## src/rtl/scrypt_io_pkg.sv

```systemverilog
// Shared types and constants for the scrypt work-receive path.
// Latency: n/a (declarations only).
// Backpressure: n/a.
package scrypt_io_pkg;

    typedef enum logic [1:0] {
        IDLE    = 2'd0,
        COLLECT = 2'd1,
        FULL    = 2'd2
    } rx_asm_state_t;

    localparam int WORK_BYTES = 80;
    localparam int BYTE_W     = 8;

endpackage

```

## src/rtl/byte_shift_reg.sv

```systemverilog
// NUM_BYTES x 8 left-shift register: each load pushes din into the low byte.
// Latency: 1 cycle from load_en to dout.
// Backpressure: none; caller gates load_en.
module byte_shift_reg
    import scrypt_io_pkg::*;
#(
    parameter int NUM_BYTES = WORK_BYTES
) (
    input  logic                        clk,
    input  logic                        n_rst,
    input  logic                        load_en,
    input  logic [BYTE_W-1:0]           din,
    output logic [BYTE_W*NUM_BYTES-1:0] dout
);

    always_ff @(posedge clk or negedge n_rst) begin
        if (!n_rst) begin
            dout <= '0;
        end else if (load_en) begin
            dout <= {dout[BYTE_W*NUM_BYTES-BYTE_W-1:0], din};
        end
    end

endmodule

```

## src/rtl/work_byte_assembler.sv

```systemverilog
// Assembles Rx bytes into one NUM_BYTES work word; optional idle timeout via WORK_RX_TIMEOUT_EN.
// Latency: work_valid rises on the edge that captures the last byte of the frame.
// Backpressure: word held until work_ack; bytes arriving while full are dropped with overrun_err.
module work_byte_assembler
    import scrypt_io_pkg::*;
#(
    parameter int NUM_BYTES      = WORK_BYTES,
    parameter int TIMEOUT_CYCLES = 100000
) (
    input  logic                          clk,
    input  logic                          n_rst,
    input  logic                          rx_valid,
    input  logic [BYTE_W-1:0]             rx_byte,
    input  logic                          abort,
    input  logic                          work_ack,
    output logic [BYTE_W*NUM_BYTES-1:0]   work_data,
    output logic                          work_valid,
    output logic [$clog2(NUM_BYTES+1)-1:0] byte_count,
    output logic                          overrun_err,
    output logic                          timeout_err
);

    localparam int CNT_W = $clog2(NUM_BYTES+1);
    localparam logic [CNT_W-1:0] LAST_IDX = CNT_W'(NUM_BYTES-1);

    if (NUM_BYTES < 2 || TIMEOUT_CYCLES < 1) begin : g_param_check
        $error("work_byte_assembler: NUM_BYTES must be >= 2 and TIMEOUT_CYCLES >= 1");
    end

    rx_asm_state_t    state_q, state_d;
    logic [CNT_W-1:0] cnt_d;
    logic             shift_en, ovr_d, tmo_d, tmo_fire;

    byte_shift_reg #(.NUM_BYTES(NUM_BYTES)) u_shift (
        .clk     (clk),
        .n_rst   (n_rst),
        .load_en (shift_en),
        .din     (rx_byte),
        .dout    (work_data)
    );

    always_comb begin
        state_d  = state_q;
        cnt_d    = byte_count;
        shift_en = 1'b0;
        ovr_d    = 1'b0;
        tmo_d    = 1'b0;
        if (abort) begin
            // a byte arriving alongside abort is silently discarded
            state_d = IDLE;
            cnt_d   = '0;
        end else begin
            case (state_q)
                IDLE: begin
                    if (rx_valid) begin
                        shift_en = 1'b1;
                        cnt_d    = CNT_W'(1);
                        state_d  = COLLECT;
                    end
                end
                COLLECT: begin
                    if (rx_valid) begin
                        shift_en = 1'b1;
                        cnt_d    = byte_count + CNT_W'(1);
                        if (byte_count == LAST_IDX) state_d = FULL;
                    end else if (tmo_fire) begin
                        tmo_d   = 1'b1;
                        cnt_d   = '0;
                        state_d = IDLE;
                    end
                end
                FULL: begin
                    if (work_ack) begin
                        // a byte alongside the ack starts the next frame
                        shift_en = rx_valid;
                        cnt_d    = rx_valid ? CNT_W'(1) : '0;
                        state_d  = rx_valid ? COLLECT : IDLE;
                    end else if (rx_valid) begin
                        ovr_d = 1'b1;
                    end
                end
                default: begin
                    state_d = IDLE;
                    cnt_d   = '0;
                end
            endcase
        end
    end

    always_ff @(posedge clk or negedge n_rst) begin
        if (!n_rst) begin
            state_q     <= IDLE;
            byte_count  <= '0;
            work_valid  <= 1'b0;
            overrun_err <= 1'b0;
            timeout_err <= 1'b0;
        end else begin
            state_q     <= state_d;
            byte_count  <= cnt_d;
            work_valid  <= (state_d == FULL);
            overrun_err <= ovr_d;
            timeout_err <= tmo_d;
        end
    end

`ifdef WORK_RX_TIMEOUT_EN
    localparam int TMO_W = $clog2(TIMEOUT_CYCLES+1);
    localparam logic [TMO_W-1:0] TMO_LAST = TMO_W'(TIMEOUT_CYCLES-1);
    logic [TMO_W-1:0] idle_q;

    assign tmo_fire = (idle_q == TMO_LAST);

    // counts idle clocks inside a frame; any accepted byte or state exit restarts it
    always_ff @(posedge clk or negedge n_rst) begin
        if (!n_rst) begin
            idle_q <= '0;
        end else if (state_q == COLLECT && state_d == COLLECT && !shift_en) begin
            idle_q <= idle_q + TMO_W'(1);
        end else begin
            idle_q <= '0;
        end
    end
`else
    assign tmo_fire = 1'b0;
`endif

endmodule
```

## config.mk

```make
export PLATFORM = sky130hd
export DESIGN_NAME = work_byte_assembler
export DESIGN_NICKNAME = d
export VERILOG_FILES = /design/src/rtl/scrypt_io_pkg.sv /design/src/rtl/byte_shift_reg.sv /design/src/rtl/work_byte_assembler.sv
export SDC_FILE = /design/constraint.sdc
export NUM_CORES = 1
export LEC_CHECK = 0
export BUFFER_PORTS_ARGS = -buffer_cell sky130_fd_sc_hd__buf_2
export CELL_PAD_IN_SITES_DETAIL_PLACEMENT = 0
export CELL_PAD_IN_SITES_GLOBAL_PLACEMENT = 1
export CORE_UTILIZATION = 40
export DETAILED_ROUTE_END_ITERATION = 10
export HOLD_SLACK_MARGIN = 0.03
export PLACE_DENSITY_LB_ADDON = 0.1
export SYNTH_ARGS = -nofsm -noshare
export SYNTH_HDL_FRONTEND = slang
export SYNTH_SLANG_ARGS = --single-unit
```

## constraint.sdc

```tcl
create_clock -name clk -period 2.6 [get_ports clk]
set_input_delay 0.13 -clock clk [delete_from_list [all_inputs] [get_ports clk]]
set_output_delay 0.13 -clock clk [all_outputs]
set_load 0.01 [all_outputs]
```

==> results.py <==
metrics = {
    "sta": {
        "period_share": 0.788,
        "finalSetupTns_ns": 0,
        "tightestPinTransition_ns": 0.771,
        "grt_setup_unrepaired": "no",
        "skew_ns": 0.0272,
        "finalWorstPathRequiredPeriod_ns": 2.05,
        "max_freq_mhz": 488,
        "max_slew_margin": 0.485,
        "setup_viol": 0,
        "slew_violations": 0,
        "hold_viol": 0,
    },
    "min_path": {
        "hp-class": "in -> async",
    },
    "final_layout": {
        "syn2layout_area_growth_pct": 22.1,
        "layout-drive-gt1-share": 0.647,
        "layout_common_cells": "buf_2 (660), dfrtp_1 (651), mux2_4 (600)",
        "nNetsFinal": 2138,
        "post-route-util": 0.496,
        "final_common_cell": "buf_2",
        "diodes": 0,
    },
    "clocking": {
        "cts_max_level": 3,
        "clk_latency_ns": 0.60,
        "cts_resized": 0,
        "clk_pin_slew_ns": 0.06,
        "cts-root-buf": "clkbuf_16",
        "cts_setup_buffers": 0,
        "clock_sinks": 651,
        "clk_path_buf_depth": 3,
        "cts_made_buffers": 73,
        "cts_tree": "yes",
    },
    "worst_setup_path": {
        "worst-endpoint-arrival_ns": 2.51,
        "endpoint_kind": "flip-flop",
        "critPathMaxFanout": 61,
        "cp-start-kind": "flip-flop",
        "timing.rr.start": "state_q[0]",
        "r2r_cells": 5,
        "crit_required_ns": 3.06,
        "worstSetupPathType": "reg -> reg",
        "startpoint": "state_q[0]",
    },
    "synthesis": {
        "synth_seq_cells": 651,
        "yosysWarnings": 0,
        "synth_area_um2": 27400,
        "syn_avg_cell_area_um2": 19.4,
        "syn_inst": 1412,
        "yosys.cell_types.count": 32,
        "synthesis.nets": 1426,
        "seq_area_frac_synth": 0.594,
    },
    "route": {
        "wl_per_cell_um": 23.0,
        "drt-initial-drc-count": 738,
        "routed_via_density": 4.84,
        "wirelength_mm": 70.0,
        "drc": 0,
        "firstDrtPassIters": 4,
        "final_antenna_net_count": 0,
        "vias": 14733,
    },
    "placed_design": {
        "io_buffers": 661,
        "place_congestion": 0.814,
        "dp.final_hpwl_mm": 50.4,
    },
    "floorplan": {
        "die_h_um": 264,
        "die_w_um": 264,
        "fp.dieArea_um2": 69600,
        "std_cell_rows": 95,
        "io_pins": 663,
        "core-area_um2": 67500,
        "initial_core_util": 0.406,
    },
    "grt": {
        "grt_usage": 0.200,
        "grt_pass1_vias": 15739,
        "antenna_found_initial": 1,
        "grt_pass1_wl_mm": 106,
        "overflow": 0,
        "grt_max_degree": 84,
    },
    "status": {
        "status": "complete, no violations",
    },
    "power": {
        "peakVddDrop_mv": 0.516,
        "powerDensity_nw_per_um2": 773,
        "p_leak_uw": 0.0185,
    },
    "run": {
        "maxCapViolCount": 0,
    },
}
## worst paths after layout
kind	end	slack, ns
setup / recovery	u_shift.dout[507]	0.55
setup reg to reg	u_shift.dout[507]	0.55
hold reg to reg	u_shift.dout[633]	0.49
hold / removal	u_shift.dout[518]	0.11
max in group asynchronous	u_shift.dout[216]	1.51
min in group clk	u_shift.dout[5]	0.30
## metal layers
metal	GRT usage	vias up	share of wire
met2	0.328	448	0.49
li1	-	6401	-
met4	0.0685	0	0.032
met3	0.0590	127	0.073
met1	0.250	7757	0.41
met5	0	-	0
## worst max-delay path: stages, from the launching register on
cell and delay, ns:
dfrtp_1 0.44, nand2b_1 0.21, a21oi_4 0.23, buf_12 0.22
buf_12 0.40, mux2_4 0.34
## power by group
group / total, uW / internal, uW / leakage [uW] / switching (uW)
Combinational: 3850 / 2070 / 0.00845 / 1780
Clock: 10200 / 6160 / 0.00117 / 4040
Sequential: 11900 / 11000 / 0.00890 / 817
Total: 25900 / 19300 / 0.0185 / 6640
## logic make-up (layout without fill, tap and decap cells)
kind of cell	count (synthesis)	in the layout	synth area share
adders and majority gates	1	1	0.000456
AOI/OAI and AO/OA	16	16	0.00433
muxes	642	642	0.345
and+or+nand+nor	24	24	0.00506
other	1	1	0.000137
buffers and inverters	76	838	0.0505
xor gates and xnor gates	1	1	0.000319
DFF	651	651	0.594
## through the flow
stage	hold WS (ns)	setup WS [ns]	area [um^2]	power, uW	cells
after global routing	0.142	0.443	33500	27000	3047
after floorplan	-0.166	0.950	27400	14300	1412
after global placement	0.172	0.581	31000	15900	2909
final	0.107	0.551	33500	25900	3047
after CTS	0.120	0.539	33500	26400	3047
after detailed placement	0.168	0.555	31000	15900	2909
## cell usage after synthesis
cell	count	area, um^2
a21oi_2	1	8.76
and2_1	1	6.26
nand4_1	1	6.26
a2bb2oi_1	1	8.76
nand2b_1	3	18.8
nand2_1	5	18.8
a21oi_1	2	10.0
buf_12	66	1320
nor2_1	5	18.8
and3_1	1	6.26
conb_1	1	3.75
mux2_1	40	450
dfrtp_1	651	16300
ha_1	1	12.5
a21bo_2	1	10.0
o21bai_1	1	7.51
inv_1	4	15.0
mux2i_1	2	20.0
o211ai_1	4	30.0
or4b_1	1	10.0
buf_4	5	37.5
nor4bb_1	1	10.0
nor3b_1	2	15.0
buf_6	1	11.3
mux2_4	600	9010
nor4_1	1	6.26
nand3_1	2	10.0
a41oi_1	2	17.5
xor2_1	1	8.76
a31oi_1	3	18.8
and4bb_2	1	12.5
o31ai_1	1	7.51
## state kept, by name, indices dropped and copies added (netlist names)
name and flops:
byte_count 7, state_q 2, overrun_err 1, work_valid 1, u_shift.dout 640
## what timing repair did
item,CTS,global route
hold buffers,13,0
setup endpoints to repair,0,0
hold endpoints to repair,78,0
## area by class of cell
type	instances	area (um^2)
clock buffer	111	2180
clock inverter	14	191
fill	5820	34000
inverter	4	15.0
multi-input combinational	685	9770
sequential	651	16300
tap	873	1090
timing repair buffer	709	3970
(Power assumes the default switching activity.)
